## config.mk

```make
export PLATFORM = sky130hd
export DESIGN_NAME = pwm_gen
export DESIGN_NICKNAME = d
export VERILOG_FILES = /design/src/rtl/pwm_gen.sv
export SDC_FILE = /design/constraint.sdc
export NUM_CORES = 1
export LEC_CHECK = 0
export CAP_MARGIN = 5
export CORE_MARGIN = 2
export CORE_UTILIZATION = 25
export DETAILED_ROUTE_END_ITERATION = 16
export GPL_TIMING_DRIVEN = 0
export REMOVE_ABC_BUFFERS = 1
export SYNTH_ARGS = -nofsm -noshare
export SYNTH_HDL_FRONTEND = slang
export SYNTH_SLANG_ARGS = --single-unit
```

## constraint.sdc

```tcl
create_clock -name clk -period 7.6 [get_ports clk]
set_input_delay 1.14 -clock clk [delete_from_list [all_inputs] [get_ports clk]]
set_output_delay 1.14 -clock clk [all_outputs]
set_load 0.02 [all_outputs]
```

## src/rtl/pwm_gen.sv

```systemverilog
// pwm_gen -- single-channel PWM generator with shadowed period/duty.
//
// Purpose:
//   Produces a registered PWM waveform (V_PWM_C) whose period is per_q + 1
//   clock cycles and whose high time is duty_q cycles. Period and duty are
//   captured into shadow registers; while running, new values are staged and
//   only applied on the terminal-count edge so every period is glitch-free.
//   A STOP state lets the current period finish after en drops.
//
// Ports:
//   clk          in   1  clock, all state on rising edge
//   rst          in   1  synchronous active-high reset
//   en           in   1  run request (level)
//   period       in   W  period minus one, in clk cycles
//   duty         in   W  high time, in clk cycles
//   load         in   1  strobe to capture period/duty
//   V_PWM_C      out  1  PWM waveform (registered)
//   period_done  out  1  pulse during the last cycle of each period (registered)
//   busy         out  1  high whenever the block is not IDLE (registered)
module pwm_gen #(
    parameter int unsigned W = 8
) (
    input  logic         clk,
    input  logic         rst,
    input  logic         en,
    input  logic [W-1:0] period,
    input  logic [W-1:0] duty,
    input  logic         load,
    output logic         V_PWM_C,
    output logic         period_done,
    output logic         busy
);

    typedef enum logic [1:0] {
        ST_IDLE = 2'd0,
        ST_RUN  = 2'd1,
        ST_STOP = 2'd2
    } state_t;

    // Unsigned compare widened by one bit so the largest period value cannot
    // wrap the comparison.
    function automatic logic lt_wide(input logic [W-1:0] a, input logic [W-1:0] b);
        return ({1'b0, a} < {1'b0, b});
    endfunction

    function automatic logic eq_wide(input logic [W-1:0] a, input logic [W-1:0] b);
        return ({1'b0, a} == {1'b0, b});
    endfunction

    state_t       state_r, state_s;
    logic [W-1:0] cnt_r, cnt_s;
    logic [W-1:0] per_q_r, per_q_s;
    logic [W-1:0] duty_q_r, duty_q_s;
    logic [W-1:0] stg_per_r, stg_per_s;
    logic [W-1:0] stg_duty_r, stg_duty_s;
    logic         pending_r, pending_s;
    logic         pwm_r, pwm_s;
    logic         done_r, done_s;
    logic         busy_r, busy_s;
    logic         tc_s;
    logic         running_s;

    // Terminal count: last cycle of the current period while running.
    always_comb begin
        if (state_r != ST_IDLE) begin
            tc_s = eq_wide(cnt_r, per_q_r);
        end else begin
            tc_s = 1'b0;
        end
    end

    // State register and all datapath/output registers.
    always_ff @(posedge clk) begin
        if (rst) begin
            state_r    <= ST_IDLE;
            cnt_r      <= {W{1'b0}};
            per_q_r    <= {W{1'b0}};
            duty_q_r   <= {W{1'b0}};
            stg_per_r  <= {W{1'b0}};
            stg_duty_r <= {W{1'b0}};
            pending_r  <= 1'b0;
            pwm_r      <= 1'b0;
            done_r     <= 1'b0;
            busy_r     <= 1'b0;
        end else begin
            state_r    <= state_s;
            cnt_r      <= cnt_s;
            per_q_r    <= per_q_s;
            duty_q_r   <= duty_q_s;
            stg_per_r  <= stg_per_s;
            stg_duty_r <= stg_duty_s;
            pending_r  <= pending_s;
            pwm_r      <= pwm_s;
            done_r     <= done_s;
            busy_r     <= busy_s;
        end
    end

    // Next-state logic. STOP lets the current period run out; re-asserting
    // en in STOP resumes RUN with the counter untouched, so there is no gap.
    always_comb begin
        state_s = state_r;
        case (state_r)
            ST_IDLE: begin
                if (en) begin
                    state_s = ST_RUN;
                end else begin
                    state_s = ST_IDLE;
                end
            end
            ST_RUN: begin
                if (!en) begin
                    state_s = ST_STOP;
                end else begin
                    state_s = ST_RUN;
                end
            end
            ST_STOP: begin
                if (en) begin
                    state_s = ST_RUN;
                end else if (tc_s) begin
                    state_s = ST_IDLE;
                end else begin
                    state_s = ST_STOP;
                end
            end
            default: begin
                state_s = ST_IDLE;
            end
        endcase
    end

    // Counter, shadow and staging registers. In IDLE a load goes straight
    // into the shadows. While running, a load is staged (latest wins) and
    // the shadows change only at terminal count; a load arriving exactly on
    // terminal count bypasses staging and governs the very next period.
    always_comb begin
        cnt_s      = cnt_r;
        per_q_s    = per_q_r;
        duty_q_s   = duty_q_r;
        stg_per_s  = stg_per_r;
        stg_duty_s = stg_duty_r;
        pending_s  = pending_r;
        if (state_r == ST_IDLE) begin
            cnt_s = {W{1'b0}};
            if (load) begin
                per_q_s  = period;
                duty_q_s = duty;
            end else begin
                per_q_s  = per_q_r;
                duty_q_s = duty_q_r;
            end
        end else begin
            if (tc_s) begin
                cnt_s     = {W{1'b0}};
                pending_s = 1'b0;
                if (load) begin
                    per_q_s    = period;
                    duty_q_s   = duty;
                    stg_per_s  = period;
                    stg_duty_s = duty;
                end else if (pending_r) begin
                    per_q_s  = stg_per_r;
                    duty_q_s = stg_duty_r;
                end else begin
                    per_q_s  = per_q_r;
                    duty_q_s = duty_q_r;
                end
            end else begin
                cnt_s = cnt_r + {{(W-1){1'b0}}, 1'b1};
                if (load) begin
                    stg_per_s  = period;
                    stg_duty_s = duty;
                    pending_s  = 1'b1;
                end else begin
                    pending_s  = pending_r;
                end
            end
        end
    end

    // Output decode from next-cycle values, so the registered outputs line
    // up with the counter value they describe.
    always_comb begin
        running_s = (state_s != ST_IDLE);
        if (running_s) begin
            pwm_s  = lt_wide(cnt_s, duty_q_s);
            done_s = eq_wide(cnt_s, per_q_s);
            busy_s = 1'b1;
        end else begin
            pwm_s  = 1'b0;
            done_s = 1'b0;
            busy_s = 1'b0;
        end
    end

    assign V_PWM_C     = pwm_r;
    assign period_done = done_r;
    assign busy        = busy_r;

endmodule

```

======== Word-level counts from Yosys, hierarchy flattened ========
Index checks and enable logic that the tools add are counted.
operators by class
  equal/unequal tests ..................... 4
  reductions and logical operators ........ 7
  add/subtract/negate cells ............... 1
  multiplexer cells ....................... 21
  bitwise operators ....................... 2
  magnitude comparators ................... 1
operators by type and width
  cell                   count
  $mux W8                12
  $eq A8 B8 Y1           2
  $add A8 B1 Y8 const B  1
  $lt A8 B8 Y1           1
  $mux W2                3
  $pmux W2 S3            1
  $reduce_bool A2 Y1     3
  $mux W1                5
  $reduce_and A2 Y1      2
  $eq A2 B1 Y1 const B   1
  $eq A2 B2 Y1 const B   1
  $logic_not A2 Y1       1
  $not A1 Y1             2
  $reduce_or A2 Y1       1
word-level totals
  logic and storage cells ................. 46
  output and inout port bits .............. 3
  bits of input ports ..................... 20
  register bits after elaboration ......... 46

======== Longest topological paths before layout ========
Gate-level depths: netlist of run 1.
  depth after elaboration ................. 8
  gate-level depth with buffers ........... 15
  gate-level depth less buffers ........... 12

======== Worst setup path after synthesis of run 1 ========
OpenSTA, ideal clock, no wires.
  path type ............................... input -> register
  start point ............................. input load
  end point ............................... register pwm_r (netlist: V_PWM_C)
  slack ................................... 4.453 ns
  required time ........................... 7.504 ns
  path buffers ............................ 3
  cell stages on the path ................. 10
  library setup time ...................... 0.096 ns
  arrival ................................. 3.051 ns
  cells stage by stage .................... clkbuf_1 -> clkbuf_1 -> clkbuf_1 -> o21ai_0 -> a22oi_1 -> ha_1 -> a21o_1 -> a21oi_1 -> o21ai_0 -> nor4b_1
on the way
  word-level cells in the longest chain between the ends .. 4
  elaborated cells on any way between the ends .. 5
  those cells by class .................... 1 x order compare; 4 x mux
ends and longest elaborated chain
  item                  line  source
  from (decl)           28    input logic load,
  $mux W8               157   if (load) begin
  $mux W8               154   if (tc_s) begin
  $mux W8 (*)           144   if (state_r == ST_IDLE) begin
  $lt A8 B8 Y1 (*)      43    return ({1'b0, a} < {1'b0, b});
  to (signal assigned)  93    pwm_r <= pwm_s;
  to (decl)             57    logic pwm_r, pwm_s;
Every way passes the cells marked *; elsewhere a longest branch is shown, timed or not.
A chain may end at the register's enable or synchronous reset.

======== Final worst setup path of run 1 ========
Ends and elaborated chain as after synthesis.

==> run metrics, run 1 <==
status finished, final reports clean; Hold Buf Count CTS 0; CTS root buf clkbuf_8; CP max stage delay 1120 ps; origin of the critical flop-to-flop path cnt_r[0]; combinational power share 22.9%; crit path time final 4108 ps; fin worst setup slack 3492 ps; setup violators final 0; gpl congestion 0.9119; static leakage 1.000 nW; Max Slew Vio Count 0; vias 2239; Most Frequent Cell on Critical Path o21ai_0; First-pass DRT Iterations 5; worst ir drop on vdd 0.00005997 V; family with the most delay on the worst path buffers and inverters; post_cts resized 0; P&R area growth vs syn 16.04%; worst slew pin tran 988.0 ps; area occupied by multi-input gates 1461 um^2; max_cap viols 0; vias in the first global route 2145; Max H-tree Level 2; Rows 36; clk_lat worst skew 310 ps; Max-slew headroom 33.93%; Synth top area share 37.13%; final hold slack 458.1 ps; GR met3 Demand/Resource 3.524%; Starting Density 25.61%; placed cell area 2786 um^2; Switch Pwr 173.3 uW; number of flops mapped to enable cells by yosys 0; post-synthesis register bit count 46; IO Port Bufs 22; Post-Syn Area 2480 um^2; Max FO, Critical Path 28; Die Ht 103.6 um; Worst Hold Endpoint stg_per_r[3]; Num CTS Buffers 5; critical path buffer and inverter count 1; antenna-violating nets left 0; r2r setup slk 3860 ps; IO Pins 23; Layout Nets 344; largest net degree at the start of global routing 41; YS warnings 0; Pwr Density 192.4 nW/um^2; Post-CTS Setup Inserts 0; Flop pwr share 48.4%; Hold Crit Depth 2; global-route usage over all layers 13.58%; Worst Skew 11.04 ps; Mapped Cells 305; chip width 103.6 um; Net Sw Frac 31.29%; critical path class in2reg; clk sink count 46; Seq. cell area 920.9 um^2; Hold Path Class reg2reg; CTS tree yes; RSZ-0062 raised after global routing no; internal cell power 380.4 uW; commonest cells in the netlist 53 x nand2_1, 46 x dfxtp_1, 30 x nor2_1; Async SR Flop Fraction 0%; clock slew at the register clock pins of the worst setup and hold paths 90 ps; Iteration-0 DRC Markers 144; clock share of power 28.7%; Seq/Total Area, Yosys 37.13%; fin util 29.72%; GR Overflow Total 0; Post-Place Cells 442; setup_tns 0 ps; top-count cell post-synth nand2_1; Fin. Hold Viols 0; met1 usage 17.76%; fraction of layout cells with a size suffix above 1 7.256%; final WL 7.071 mm; Worst Hold Launch stg_per_r[3]; crit path cell chain clkdlybuf4s50_1 -> nand2_1 -> o221ai_1 -> ha_1 -> a21oi_1 -> nor2b_1 -> o21ai_0 -> o21ai_0 -> nor4b_1; FMAX 243.4 MHz; final-layout fill cell count 1047; Max clock buf depth 2; Synth area leader dfxtp_1; antenna violations before repair 0; CP endpoint kind flop; capturing point of the worst reg2reg path V_PWM_C; die area 10730 um^2; Synth area leaders dfxtp_1 37%, nand2_1 8.0%, a21oi_1 4.8%; Startpoint Class input pin; Max stage delay cell, worst path clkdlybuf4s50_1; met2 Use GR 20.96%; post-route cell area 2878 um^2; gr busiest metal met2; Syn Area/Cell 8.131 um^2; first-pass GRT wire length 11.46 mm; Crit path required time 7780 ps; DRC viols 0; area of the core 9684 um^2; Final HPWL DP 4.766 mm; cells on worst reg2reg path 11; worst slack at placement 3318 ps; Non-Filler Instances 450; vias per inst 4.976; # diodes 0; synth unique cells 56; dominant synthesized flop cell dfxtp_1; Wirelength per Cell 15.71 um; period utilization 54.05%; Power, Total 553.7 uW; WP data arrival 4290 ps
-- registers in the layout, indices dropped and copies added, names as in the netlist --
name         cells
cnt_r            8
duty_q_r         8
per_q_r          8
stg_duty_r       8
stg_per_r        8
state_r          2
V_PWM_C          1
busy             1
pending_r        1
period_done      1
-- metal layers --
layer | vias to the layer above | wire length (um)
li1 | 1116 | -
met1 | 1047 | 3314
met2 | 63 | 3142
met3 | 13 | 417
met4 | 0 | 197
met5 | - | 0
-- final cells by class --
| cell class | instances | share of cell area, % |
|---|---|---|
| clock buffer | 7 | 3.000 |
| multi-input combinational | 235 | 50.78 |
| clock inverter | 1 | 0.1739 |
| tap | 133 | 5.783 |
| sequential | 46 | 32.00 |
| inverter | 6 | 0.7826 |
| timing repair buffer | 22 | 7.478 |
-- power by group through the flow --
stage,Sequential (mW),Clock [mW],Combinational [mW]
2_1_floorplan,0.271,0,0.0807
3_3_place_gp,0.273,0,0.124
3_5_place_dp,0.273,0,0.125
4_1_cts,0.268,0.163,0.126
5_1_grt,0.270,0.173,0.139
6_report,0.268,0.159,0.127
-- worst max path at each step --
stage | start | endpoint | cells after the start
after floorplan | cnt_r[0] | V_PWM_C | 11
after global placement | load | V_PWM_C | 9
after detailed placement | load | V_PWM_C | 9
after CTS | load | V_PWM_C | 9
after global routing | load | V_PWM_C | 9
final | load | V_PWM_C | 9
-- kinds of logic (layout without fill, tap and decap cells) --
kind of cell,Yosys count,in the layout,share of synthesized area [%]
muxes,6,6,2.674
and+or+nand+nor,128,128,24.87
DFF,46,46,37.13
buffers and inverters,24,36,3.935
xor gates and xnor gates,14,14,5.247
adders and majority gates,8,8,4.036
AOI/OAI and AO/OA,79,79,22.10
-- cell usage in the layout, fill, tap and decap left out, drive strengths merged, types with 5 or more instances in the layout --
master         count
nand2             53
dfxtp             46
nor2              30
a21oi             25
clkdlybuf4s50     21
o21ai             12
xnor2             11
a22oi              8
ha                 8
nand2b             7
clkbuf             7
inv                6
nor3               6
nand4              6
mux2               5
-- worst reg2reg max path: stages (launching register included) --
cell and delay, ps:
dfxtp_1 550, xnor2_2 170, nand4_2 220, o21ai_2 700, nand2_1 450, o221ai_1 390, ha_1 310, a21oi_1 190
nor2b_1 60, o21ai_0 130, o21ai_0 100, nor4b_1 350
Note: power is estimated with default switching activity, not from simulation.
==> inputs of run 2 (changes only) <==
- clock period: 7.6 -> 3.6 ns (I/O delays scaled with it)
==> run metrics, run 2 (same netlist as run 1, synthesis figures left out) <==
status finished, final reports clean (unchanged); Iteration-0 DRC Markers 159 (was 144); commonest non-fill, non-tap cell in the layout nand2_1 (unchanged); origin of the critical flop-to-flop path cnt_r[0] (unchanged); vias per inst 4.909 (was 4.976); Die Ht 103.6 um (unchanged); worst slack at placement -81.90 ps (was 3318 ps); critical path class reg2reg (was in2reg); RSZ-0062 raised after global routing no (unchanged); Hold Path Class reg2reg (unchanged); First-pass DRT Iterations 4 (was 5); static leakage 1.024 nW (was 1.000 nW); Fin. Hold Viols 0 (unchanged); CTS tree yes (unchanged); clock slew at the register clock pins of the worst setup and hold paths 90 ps (about the same); vias in the first global route 2143 (was 2145); capturing point of the worst reg2reg path V_PWM_C (unchanged); Net Sw Frac 31.17% (was 31.29%); Seq. cell area 920.9 um^2 (unchanged); chip width 103.6 um (unchanged); final WL 7.033 mm (was 7.071 mm); Rows 36 (unchanged); period utilization 88.44%; crit path to V_PWM_C (unchanged); clock share of power 28.4% (was 28.7%); FMAX 314.1 MHz; antenna violations before repair 0 (unchanged); global-route usage over all layers 13.58% (unchanged); crit path time final 3184 ps; CP endpoint kind flop (unchanged); placed cell area 2786 um^2 (unchanged); Startpoint Class flop (was input pin); combinational power share 23.5% (was 22.9%); Wirelength per Cell 15.53 um (was 15.71 um); DRC viols 0 (unchanged); area occupied by multi-input gates 1469 um^2 (was 1461 um^2); worst ir drop on vdd 0.0001263 V (was 0.00005997 V); Crit. Startpoint cnt_r[0] (was load); vias 2224 (was 2239); Worst Skew 7.566 ps (was 11.04 ps); Max Slew Vio Count 0 (unchanged); Max FO, Critical Path 14 (was 28); Starting Density 25.61% (unchanged); antenna-violating nets left 0 (unchanged); GR Overflow Total 0 (unchanged); final-layout fill cell count 1043 (was 1047); Final HPWL DP 4.766 mm (unchanged); largest net degree at the start of global routing 41 (unchanged); Max H-tree Level 2 (unchanged); Pwr Density 403.5 nW/um^2 (was 192.4 nW/um^2); Hold Buf Count CTS 0 (unchanged); P&R area growth vs syn 17.36% (was 16.04%); clk sink count 46 (unchanged); WP data arrival 3370 ps (was 4290 ps); Crit path required time 3780 ps (was 7780 ps); Max-slew headroom 36.14% (was 33.93%); setup violators final 0 (unchanged); Post-Place Cells 442 (unchanged); worst slew pin tran 956.4 ps (was 988.0 ps); IO Port Bufs 22 (unchanged); most frequent cells in the layout 53 x nand2_1, 46 x dfxtp_1, 30 x nor2_1 (unchanged); post-route cell area 2910 um^2 (was 2878 um^2); cells on worst reg2reg path 11 (unchanged); Layout Nets 347 (was 344); die area 10730 um^2 (unchanged); max_cap viols 0 (unchanged); clk_lat worst skew 310 ps (about the same); first-pass GRT wire length 11.45 mm (was 11.46 mm); area of the core 9684 um^2 (unchanged); Switch Pwr 366.0 uW (was 173.3 uW); CTS root buf clkbuf_8 (unchanged); fraction of layout cells with a size suffix above 1 8.125% (was 7.256%); r2r setup slk 420 ps (was 3860 ps); IO Pins 23 (unchanged); internal cell power 808.2 uW (was 380.4 uW); fin worst setup slack 416.0 ps (was 3492 ps); gpl congestion 0.9119 (unchanged); Non-Filler Instances 453 (was 450); # diodes 0 (unchanged); Flop pwr share 48.2% (was 48.4%); Max clock buf depth 2 (unchanged); Num CTS Buffers 5 (unchanged)
==> run 2: what timing repair did <==
action | in CTS | in global routing
pin swaps | 0 | 1
setup buffers | 0 | 3
gates cloned | 0 | 0
setup endpoints to repair | 1 | 1
resized for setup | 1 | 1
endpoints found under the hold margin | 0 | 0
==> run 2: how the worst min path moves through the flow <==
stage,start,endpoint,slack [ps],depth (start not counted)
after floorplan,stg_per_r[2],stg_per_r[2],430,2
after global placement,stg_per_r[3],stg_per_r[3],440,2
after detailed placement,stg_per_r[5],stg_per_r[5],450,2
after CTS,stg_per_r[1],stg_per_r[1],460,2
after global routing,stg_per_r[3],stg_per_r[3],480,2
final,stg_per_r[3],stg_per_r[3],460,2
==> run 2: per-layer routing <==
layer,track usage (%),wire [um]
met1,17.69,3138
met2,21.05,3244
met3,3.524,454
met4,6.274,196
met5,0,0
==> run 2: power by group through the flow <==
stage | Combinational, mW | Clock (mW) | Sequential (mW)
after global placement | 0.261 | 0 | 0.576
after CTS | 0.269 | 0.344 | 0.565
after global routing | 0.302 | 0.364 | 0.570
after detailed placement | 0.263 | 0 | 0.577
after floorplan | 0.170 | 0 | 0.571
final | 0.276 | 0.333 | 0.566
==> run 2: final cells by class <==
cell class / count / area share (%)
inverter: 6 / 0.7739
tap: 133 / 5.718
sequential: 46 / 31.64
clock buffer: 7 / 2.966
multi-input combinational: 235 / 50.47
clock inverter: 1 / 0.1720
timing repair buffer: 25 / 8.255
==> run 2: per-stage QoR <==
stage / utilization, % / hold slack, ps / total power [mW] / TNS (ps)
2_1_floorplan: - / 426.8 / 0.7416 / 0
3_3_place_gp: 28.82 / 440.6 / 0.8368 / -38.16
3_5_place_dp: 28.77 / 448.9 / 0.8402 / -81.90
4_1_cts: 29.79 / 461.9 / 1.178 / 0
5_1_grt: 30.05 / 482.5 / 1.236 / 0
6_report: 30.05 / 457.6 / 1.174 / 0
==> run 2: critical path, stage by stage (launching register included) <==
cell	delay (ps)
dfxtp_1	560
xnor2_2	120
and4_1	310
a21oi_2	600
nand2b_1	310
inv_1	120
ha_1	260
a21oi_1	170
nor2b_1	60
o21ai_0	120
o21ai_0	100
nor4b_1	340
==> inputs of run 3 (changes only) <==
- ABC_AREA: not set -> 1
==> run metrics, run 3 <==
CTS tree yes (unchanged); DRC viols 0 (unchanged); XOR/XNOR share of the synthesized area 0.6533% (was 5.247%); number of flops mapped to enable cells by yosys 0 (unchanged); Num CTS Buffers 5 (unchanged); Hold Buf Count CTS 0 (unchanged); die area 11570 um^2 (was 10730 um^2); Synth top area share 34.34% (was 37.13%); Synth area leader dfxtp_1 (unchanged); Max FO, Critical Path 16 (was 14); post-route cell area 3093 um^2 (was 2910 um^2); Max clock buf depth 2 (unchanged); Layout Nets 451 (was 347); Startpoint Class flop (unchanged); Hold Path Class reg2reg (unchanged); post_cts resized 0 (was 1); worst slew pin tran 990.1 ps (was 956.4 ps); vias 2598 (was 2224); static leakage 1.333 nW (was 1.024 nW); origin of the critical flop-to-flop path state_r[1] (was cnt_r[0]); first-pass GRT wire length 12.00 mm (was 11.45 mm); post-synthesis register bit count 46 (unchanged); Adder-Cell Fraction of Synth Area 3.733% (was 4.036%); IO Port Bufs 22 (unchanged); Starting Density 25.86% (was 25.61%); mux share of post-synthesis cell area 0.3733% (was 2.674%); GR Overflow Total 0 (unchanged); IO Pins 23 (unchanged); WP data arrival 3260 ps (was 3370 ps); most frequent cells in the layout 84 x nand2_1, 79 x nor2_1, 46 x dfxtp_1 (was 53 x nand2_1, 46 x dfxtp_1, 30 x nor2_1); FMAX 330.5 MHz (was 314.1 MHz); CTS root buf clkbuf_8 (unchanged); worst ir drop on vdd 0.0001559 V (was 0.0001263 V); setup violators final 0 (unchanged); clk sink count 46 (unchanged); antenna violations before repair 0 (unchanged); Crit path required time 3830 ps (was 3780 ps); chip width 107.6 um (was 103.6 um); clk_lat worst skew 300 ps (was 310 ps); commonest non-fill, non-tap cell in the layout nand2_1 (unchanged); dominant synthesized flop cell dfxtp_1 (unchanged); Worst Skew 4.515 ps (was 7.566 ps); Worst Hold Launch stg_duty_r[4] (was stg_per_r[3]); Async SR Flop Fraction 0% (unchanged); vias per inst 4.639 (was 4.909); CP endpoint kind flop (unchanged); Worst Hold Endpoint stg_duty_r[4] (was stg_per_r[3]); Max-slew headroom 33.90% (was 36.14%); final WL 7.180 mm (was 7.033 mm); r2r setup slk 570 ps (was 420 ps); Seq/Total Area, Yosys 34.34% (was 37.13%); synth unique cells 33 (was 56); Max Slew Vio Count 0 (unchanged); Syn Area/Cell 6.572 um^2 (was 8.131 um^2); RSZ-0062 raised after global routing no (unchanged); P&R area growth vs syn 15.35% (was 17.36%); fin util 29.83% (was 30.05%); area fraction in compound gates after synthesis 16.99% (was 22.10%); Die Ht 107.6 um (was 103.6 um); Synth area leaders dfxtp_1 34%, nand2_1 12%, nor2_1 11% (was dfxtp_1 37%, nand2_1 8.0%, a21oi_1 4.8%); Pwr Density 385.1 nW/um^2 (was 403.5 nW/um^2); Wirelength per Cell 12.82 um (was 15.53 um); period utilization 84.06% (was 88.44%); cells on worst reg2reg path 9 (was 11); status finished, final reports clean (unchanged); Max H-tree Level 2 (unchanged); Final HPWL DP 5.010 mm (was 4.766 mm); Hold Crit Depth 2 (unchanged); capturing point of the worst reg2reg path V_PWM_C (unchanged); Mapped Cells 408 (was 305); placed cell area 2990 um^2 (was 2786 um^2); Rows 37 (was 36); crit path time final 3026 ps (was 3184 ps); top-count cell post-synth nand2_1 (unchanged); global-route usage over all layers 13.05% (was 13.58%); fraction of layout cells with a size suffix above 1 12.26% (was 8.125%); antenna-violating nets left 0 (unchanged); commonest cells in the netlist 84 x nand2_1, 79 x nor2_1, 46 x dfxtp_1 (was 53 x nand2_1, 46 x dfxtp_1, 30 x nor2_1); vias in the first global route 2457 (was 2143); main combinational cell family by area after synthesis simple AND/OR/NAND/NOR gates (unchanged); Post-Syn Area 2681 um^2 (was 2480 um^2); critical path class reg2reg (unchanged); First-pass DRT Iterations 4 (unchanged); clock slew at the register clock pins of the worst setup and hold paths 90 ps (about the same); Post-CTS Setup Inserts 0 (unchanged); # diodes 0 (unchanged); area of the core 10370 um^2 (was 9684 um^2); max_cap viols 0 (unchanged); Iteration-0 DRC Markers 102 (was 159); final hold slack 476.0 ps (was 457.6 ps); gpl congestion 0.8669 (was 0.9119); Synth Area in Simple Gates 33.22% (was 24.87%); Fin. Hold Viols 0 (unchanged); largest net degree at the start of global routing 40 (was 41); YS warnings 0 (unchanged)
run 3: changes by cell type after synthesis, moves of 13 or more:
cell,before,now
nor2_1,30,79
inv_1,6,42
nand2_1,53,84
a211oi_1,1,15
inv_2,0,14
nand2_2,0,13
o21ai_0,11,24
run 3: worst max-delay path by stage:
| stage | to | slack (ps) | start | cells after the start |
|---|---|---|---|---|
| floorplan | V_PWM_C | 1470 | state_r[1] | 14 |
| global placement | stg_duty_r[2] | -180 | load | 5 |
| detailed placement | stg_duty_r[3] | -170 | load | 5 |
| CTS | stg_duty_r[3] | 160 | load | 5 |
| global route | V_PWM_C | 300 | state_r[1] | 9 |
| finish | V_PWM_C | 570 | state_r[1] | 9 |
run 3: layout make-up:
| class | count | area [um^2] |
|---|---|---|
| Fill cell | 1163 | 7277 |
| Clock inverter | 1 | 5.005 |
| Inverter | 56 | 210.2 |
| Timing Repair Buffer | 23 | 226.5 |
| Clock buffer | 7 | 86.33 |
| Multi-Input combinational cell | 291 | 1474 |
| Tap cell | 136 | 170.2 |
| Sequential cell | 46 | 920.9 |
run 3: cells by family after synthesis:
kind of cell | count (synthesis)
AND/OR/NAND/NOR | 206
AO/OA/AOI/OAI | 74
buffers and inverters | 71
flip-flops | 46
adder cells (fa/ha/maj) | 8
XOR/XNOR | 2
multiplexers | 1
run 3: critical path, cell delays in order (launching register included):
cell	delay, ps
dfxtp_1	340
nor2_2	580
inv_1	550
nand2_2	440
o21ai_0	150
a21oi_1	230
ha_1	280
a21oi_1	140
o211ai_1	100
a21oi_1	130
run 3: routing by layer:
layer	routed length (um)	global-route usage, %	vias up	share of wire (%)
li1	-	-	1337	-
met1	3529	19.05	1188	49
met3	411	2.542	7	5.7
met2	3179	19.72	66	44
met5	0	0	-	0
met4	60	3.022	0	0.84
run 3: per-stage QoR:
step / total power, mW / std cells / worst slack [ps] / TNS (ps)
floorplan: 0.7691 / 393 / 1471 / 0
global route: 1.266 / 560 / 304.5 / 0
CTS: 1.198 / 559 / 156.6 / 0
detailed placement: 0.8636 / 551 / -166.2 / -632.8
finish: 1.191 / 560 / 574.0 / 0
global placement: 0.8595 / 551 / -177.1 / -708.8
run 3: where the power goes:
| part | total (mW) | internal (mW) | leakage [nW] | switching [mW] |
|---|---|---|---|---|
| Clock | 0.336 | 0.155 | 0.0482 | 0.181 |
| Sequential | 0.566 | 0.542 | 0.377 | 0.0245 |
| Combinational | 0.289 | 0.106 | 0.907 | 0.183 |
